--- config.mk ---
export PLATFORM = sky130hd
export DESIGN_NAME = sdm_seq_ctrl
export DESIGN_NICKNAME = d
export VERILOG_FILES = /design/src/rtl/sdm_seq_ctrl.sv
export SDC_FILE = /design/constraint.sdc
export NUM_CORES = 1
export LEC_CHECK = 0
export CAP_MARGIN = 10
export CORE_MARGIN = 3
export CORE_UTILIZATION = 29
export CTS_BUF_LIST = sky130_fd_sc_hd__clkbuf_16
export CTS_CLUSTER_SIZE = 16
export DETAILED_ROUTE_END_ITERATION = 8
export HOLD_SLACK_MARGIN = 0.02
export PLACE_DENSITY_LB_ADDON = 0.08
export SLEW_MARGIN = 40
export SYNTH_ARGS = -nofsm -noshare
export SYNTH_HDL_FRONTEND = slang
export SYNTH_SLANG_ARGS = --single-unit
export TNS_END_PERCENT = 5
--- constraint.sdc ---
create_clock -name clk -period 2.1 [get_ports clk]
set_clock_uncertainty 0.2 [all_clocks]
set_input_delay 0.63 -clock clk [delete_from_list [all_inputs] [get_ports clk]]
set_output_delay 0.63 -clock clk [all_outputs]
set_load 0.1 [all_outputs]
--- src/rtl/sdm_seq_ctrl.sv ---
// sdm_seq_ctrl: sequencer and configuration front-end for the cascaded SDM
// sections. It accepts fractional words over valid/ready and walks the
// sections through clear -> settle -> run. A new word is applied in RUN only
// when the update period wraps.
// Optional feature: define SDM_DITHER_EN to add a 15-bit LFSR that dithers
// sec_din[0].
module sdm_seq_ctrl #(
  parameter int unsigned W          = 17,
  parameter int unsigned CLR_CYC    = 4,
  parameter int unsigned SETTLE_CYC = 64,
  parameter int unsigned UPD_PER    = 16
) (
  input  logic         clk,
  input  logic         rstn,
  input  logic         start,
  input  logic         stop,
  input  logic         cfg_valid,
  output logic         cfg_ready,
  input  logic [W-2:0] cfg_frac,
  output logic         sec_clr,
  output logic         sec_en,
  output logic [W-1:0] sec_din,
  output logic         locked,
  output logic         busy
);

  localparam int unsigned MAX_A = (CLR_CYC > SETTLE_CYC) ? CLR_CYC : SETTLE_CYC;
  localparam int unsigned MAX_C = (MAX_A > UPD_PER) ? MAX_A : UPD_PER;
  localparam int unsigned CW    = (MAX_C > 1) ? $clog2(MAX_C) : 1;

  typedef enum logic [1:0] {
    S_IDLE   = 2'd0,
    S_CLEAR  = 2'd1,
    S_SETTLE = 2'd2,
    S_RUN    = 2'd3
  } state_t;

  state_t         state_q, state_d;
  logic [CW-1:0]  cnt_q, cnt_d;
  logic [CW-1:0]  upd_q, upd_d;
  logic [W-2:0]   active_q, active_d;
  logic [W-2:0]   shadow_q, shadow_d;
  logic           pending_q, pending_d;

  logic           clr_d, en_d, locked_d, busy_d, ready_d;
  logic [W-1:0]   din_d;
  logic           hs;

`ifdef SDM_DITHER_EN
  logic [14:0]    lfsr_q, lfsr_d;
`endif

  assign hs = cfg_valid & cfg_ready;

  // Next-state, datapath and next-output logic
  always_comb begin
    state_d   = state_q;
    cnt_d     = cnt_q;
    upd_d     = upd_q;
    active_d  = active_q;
    shadow_d  = shadow_q;
    pending_d = pending_q;

    case (state_q)
      S_IDLE: begin
        if (hs) active_d = cfg_frac;
        if (start && !stop) begin
          state_d = S_CLEAR;
          cnt_d   = CW'(CLR_CYC - 1);
        end
      end
      S_CLEAR: begin
        if (cnt_q == '0) begin
          state_d = S_SETTLE;
          cnt_d   = CW'(SETTLE_CYC - 1);
        end else begin
          cnt_d = cnt_q - CW'(1);
        end
      end
      S_SETTLE: begin
        if (cnt_q == '0) begin
          state_d = S_RUN;
          upd_d   = '0;
        end else begin
          cnt_d = cnt_q - CW'(1);
        end
      end
      S_RUN: begin
        if (hs) begin
          shadow_d  = cfg_frac;
          pending_d = 1'b1;
        end
        if (upd_q == CW'(UPD_PER - 1)) begin
          upd_d = '0;
          if (pending_q) begin
            active_d  = shadow_q;
            pending_d = 1'b0;
          end
        end else begin
          upd_d = upd_q + CW'(1);
        end
      end
      default: state_d = S_IDLE;
    endcase

    // stop overrides everything; active survives, only IDLE may load it
    if (stop) begin
      state_d   = S_IDLE;
      pending_d = 1'b0;
      cnt_d     = '0;
      upd_d     = '0;
      if (state_q != S_IDLE) active_d = active_q;
    end

    clr_d    = (state_d == S_CLEAR);
    en_d     = (state_d == S_SETTLE) || (state_d == S_RUN);
    locked_d = (state_d == S_RUN);
    busy_d   = (state_d != S_IDLE);
    ready_d  = (state_d == S_IDLE) || ((state_d == S_RUN) && !pending_d);
    din_d    = en_d ? {1'b0, active_d} : '0;

`ifdef SDM_DITHER_EN
    lfsr_d = lfsr_q;
    if ((state_d == S_CLEAR) && (state_q != S_CLEAR)) begin
      lfsr_d = 15'h0001;
    end else if (sec_en) begin
      lfsr_d = {lfsr_q[13:0], lfsr_q[14] ^ lfsr_q[13]};
    end
    if (en_d) din_d[0] = active_d[0] ^ lfsr_d[0];
`endif
  end

  // State, counters, word registers and registered outputs
  always_ff @(posedge clk or negedge rstn) begin
    if (!rstn) begin
      state_q   <= S_IDLE;
      cnt_q     <= '0;
      upd_q     <= '0;
      active_q  <= '0;
      shadow_q  <= '0;
      pending_q <= 1'b0;
      sec_clr   <= 1'b0;
      sec_en    <= 1'b0;
      sec_din   <= '0;
      locked    <= 1'b0;
      busy      <= 1'b0;
      cfg_ready <= 1'b1;
    end else begin
      state_q   <= state_d;
      cnt_q     <= cnt_d;
      upd_q     <= upd_d;
      active_q  <= active_d;
      shadow_q  <= shadow_d;
      pending_q <= pending_d;
      sec_clr   <= clr_d;
      sec_en    <= en_d;
      sec_din   <= din_d;
      locked    <= locked_d;
      busy      <= busy_d;
      cfg_ready <= ready_d;
    end
  end

`ifdef SDM_DITHER_EN
  // Dither LFSR, seeded on reset and on CLEAR entry
  always_ff @(posedge clk or negedge rstn) begin
    if (!rstn) lfsr_q <= 15'h0001;
    else       lfsr_q <= lfsr_d;
  end
`endif

endmodule
==> load_flow_metrics.sql <==
INSERT INTO impl_metrics (metric_group, metric, value, unit) VALUES
('outcome', 'outcome', 'complete, but fails checks', ''),
('outcome', 'violations', 'negative setup slack', ''),
('placed_design', 'portBuffers', '41', ''),
('synthesis', 'yosys.cell_types.count', '54', ''),
('synthesis', 'postSynthAreaPerCell', '11.2', 'um^2'),
('synthesis', 'async_reset_ff_share', '100', '%'),
('synthesis', 'proportion_of_synthesized_chip_area_in_sequential_cells', '54.2', '%'),
('placed_design', 'post-place-ws', '-0.512', 'ns'),
('synthesis', 'synth_seq_cells', '68', ''),
('synthesis', 'top_post_synthesis_cells_by_area', 'sky130_fd_sc_hd__dfrtp_1 53%, sky130_fd_sc_hd__mux2_2 5.7%, sky130_fd_sc_hd__o221ai_1 4.2%', ''),
('route', 'drtPass1Iterations', '4', ''),
('clock_network', 'ctsRootBufferMaster', 'sky130_fd_sc_hd__clkbuf_16', ''),
('floorplan', 'floorplan.die.width', '110', 'um'),
('sta', 'final.min_clock_period', '2.29', 'ns'),
('layout', 'final.fill_count', '985', ''),
('route', 'drt_first_iter_violations', '106', ''),
('sta', 'final_layout_setup_total_negative_slack', '-1.08', 'ns'),
('floorplan', 'dieArea', '0.0121', 'mm^2'),
('synthesis', 'synthAdderAreaFrac', '2.39', '%'),
('grt', 'grt_use_met1', '19.9', '%'),
('route', 'finalWirelength', '8.09', 'mm'),
('grt', 'global_route.usage.met3', '3.15', '%'),
('synthesis', 'synth_compound_gate_area_share', '16.2', '%'),
('grt', 'global_route.overflow_total', '0', ''),
('clock_network', 'clk_pin_slew_worst_paths', '0.06', 'ns'),
('grt', 'grt_pass1_wl', '13.4', 'mm'),
('power', 'power_density', '1510', 'mW/mm^2'),
('grt', 'grt_antenna_before_repair', '0', ''),
('synthesis', 'ys_warn_count', '0', ''),
('clock_network', 'clock_sink_count', '68', ''),
('synthesis', 'post-synth-top-area-cell', 'sky130_fd_sc_hd__dfrtp_1', ''),
('sta', 'fin_worst_hold_slack', '0.120', 'ns'),
('floorplan', 'initial_core_util', '30.2', '%'),
('placed_design', 'placedInstanceArea', '0.00431', 'mm^2'),
('route', 'via_count', '2504', ''),
('layout', 'diodes', '0', ''),
('grt', 'grt.busiest_layer', 'met2', ''),
('grt', 'grt_util_met2', '22.0', '%'),
('synthesis', 'synth_most_common_cell', 'sky130_fd_sc_hd__dfrtp_1', ''),
('synthesis', 'postSynthNetCount', '308', ''),
('grt', 'grt_pass1_vias', '2619', ''),
('clock_network', 'worstSkewPairLatency', '0.33', 'ns'),
('sta', 'setup_violations_final', '13', ''),
('layout', 'post_route_cells_drive_above_1_share', '37.2', '%'),
('synthesis', 'synthMuxAreaShare', '6.06', '%'),
('floorplan', 'die_height', '110', 'um'),
('synthesis', 'synthDominantCellAreaShare', '53.4', '%'),
('route', 'vias_per_cell', '4.89', ''),
('route', 'route.detailed.drc', '0', ''),
('sta', 'final.setup.worst_slack', '-0.192', 'ns'),
('clock_network', 'cts_tree', 'yes', ''),
('clock_network', 'cts.hold.buffers_added', '0', ''),
('clock_network', 'cts_max_path_buffers', '2', ''),
('grt', 'globalRouteTotalUtil', '14.4', '%'),
('layout', 'area.growth.synth_to_final', '51.4', '%'),
('sta', 'unrepaired_setup_endpoints_after_global_routing', 'true', ''),
('synthesis', 'most_frequent_cells_after_synthesis', '67 x sky130_fd_sc_hd__dfrtp_1, 29 x sky130_fd_sc_hd__nand2_1, 17 x sky130_fd_sc_hd__a22oi_1', ''),
('setup_path', 'timing.critical_path.required', '2.17', 'ns'),
('power', 'worst_ir_drop_vdd', '0.660', 'mV'),
('setup_path', 'cp-start-kind', 'flop', ''),
('synthesis', 'yosys.area_share.xor_xnor', '0', '%'),
('setup_path', 'crit_path_capture_type', 'flop', ''),
('sta', 'timing.final.crit_share', '109', '%'),
('placed_design', 'hpwlAfterDp', '5.52', 'mm'),
('synthesis', 'post_synth_and_or_nand_nor_area_fraction', '17.4', '%'),
('power', 'post-layout-total-power', '7170', 'uW'),
('sta', 'max_freq', '436', 'MHz'),
('layout', 'regArea', '0.00171', 'mm^2'),
('floorplan', 'fp-row-count', '37', ''),
('synthesis', 'dominantRegCellSynth', 'sky130_fd_sc_hd__dfrtp_1', ''),
('setup_path', 'cp_max_fo', '4', '');
[final timing paths]
check                              endpoint  slack (ns)  depth (start not counted)
min in group clk                shadow_q[5]        0.31                          1
worst max register to register     upd_q[2]       -0.19                          8
worst max-delay path               upd_q[2]       -0.19                          8
worst min register to register  shadow_q[5]        0.31                          1
worst min-delay path               cnt_q[2]        0.12                          2
max in group asynchronous         cfg_ready        1.27                          2
[sequential cells by signal (all words and copies together), names as in the netlist]
register,count
active_q,16
sec_din,16
shadow_q,16
cnt_q,6
upd_q,6
state_q,2
busy,1
cfg_ready,1
locked,1
pending_q,1
sec_clr,1
sec_en,1
[power breakdown]
part | total [uW] | switching (uW) | internal, uW | leakage (uW)
Clock | 1610 | 579 | 1030 | 0.000148
Combinational | 3580 | 1960 | 1620 | 0.00114
Sequential | 1980 | 262 | 1720 | 0.000910
[final cells by class]
type	instances	share of cell area [%]
clock buffer	9	4.74
tap	136	3.58
inverter	7	0.553
timing repair buffer	97	23.2
clock inverter	6	1.87
multi-input combinational	189	30.2
sequential	68	35.9
[worst max-delay path: stages, from the launching register on]
cell and delay [ns]:
sky130_fd_sc_hd__dfrtp_1 0.37, sky130_fd_sc_hd__inv_1 0.06, sky130_fd_sc_hd__ha_1 0.15, sky130_fd_sc_hd__or3b_4 0.42
sky130_fd_sc_hd__buf_6 0.14, sky130_fd_sc_hd__nor4_4 0.21, sky130_fd_sc_hd__a211oi_2 0.10, sky130_fd_sc_hd__or4b_1 0.51
sky130_fd_sc_hd__nand2_1 0.08
[kinds of logic after synthesis]
group | Yosys count
AND/OR/NAND/NOR | 98
AO/OA/AOI/OAI | 67
multiplexers | 17
adder cells (fa/ha/maj) | 6
other | 1
flip-flops | 68
buffers and inverters | 24
[metrics by stage]
step	cells	util (%)
3_5_place_dp	496	41.4
6_report	512	45.6
4_1_cts	511	45.0
3_3_place_gp	496	41.4
5_1_grt	512	45.6
2_1_floorplan	281	-
[cell usage in the layout (no fill, tap or decap), types with 2 or more instances in the layout]
master,n
sky130_fd_sc_hd__dfrtp_1,67
sky130_fd_sc_hd__buf_4,47
sky130_fd_sc_hd__nand2_1,28
sky130_fd_sc_hd__buf_12,25
sky130_fd_sc_hd__nor2_1,16
sky130_fd_sc_hd__mux2_2,16
sky130_fd_sc_hd__clkdlybuf4s50_1,16
sky130_fd_sc_hd__a22oi_1,15
sky130_fd_sc_hd__and2_1,15
sky130_fd_sc_hd__o221ai_1,9
sky130_fd_sc_hd__clkbuf_16,9
sky130_fd_sc_hd__nor3_1,7
sky130_fd_sc_hd__o21ai_1,6
sky130_fd_sc_hd__o221ai_2,6
sky130_fd_sc_hd__inv_1,5
sky130_fd_sc_hd__o21ai_0,5
sky130_fd_sc_hd__buf_6,5
sky130_fd_sc_hd__nand2b_1,4
sky130_fd_sc_hd__a31oi_1,4
sky130_fd_sc_hd__nand3_1,4
sky130_fd_sc_hd__ha_1,4
sky130_fd_sc_hd__nor4_4,3
sky130_fd_sc_hd__o22ai_1,3
sky130_fd_sc_hd__dlygate4sd2_1,3
sky130_fd_sc_hd__inv_2,2
sky130_fd_sc_hd__nor2b_1,2
sky130_fd_sc_hd__nand4b_1,2
sky130_fd_sc_hd__a211o_1,2
sky130_fd_sc_hd__a22oi_2,2
sky130_fd_sc_hd__a21oi_1,2
sky130_fd_sc_hd__a21o_1,2
sky130_fd_sc_hd__bufinv_16,2
sky130_fd_sc_hd__clkinvlp_4,2
[metal layers]
metal | share of wire [%] | up-vias | routed length, um
li1 | - | 1206 | -
met1 | 49 | 1239 | 3930
met2 | 47 | 49 | 3800
met3 | 3.1 | 10 | 254
met4 | 1.3 | 0 | 108
met5 | 0 | - | 0
[what timing repair did]
item	in CTS	in global routing
endpoints found under the setup margin	34	34
setup buffers	0	1
pin swaps	5	4
gates resized for setup	22	16
No activity file was read; power rests on OpenSTA's default activity.
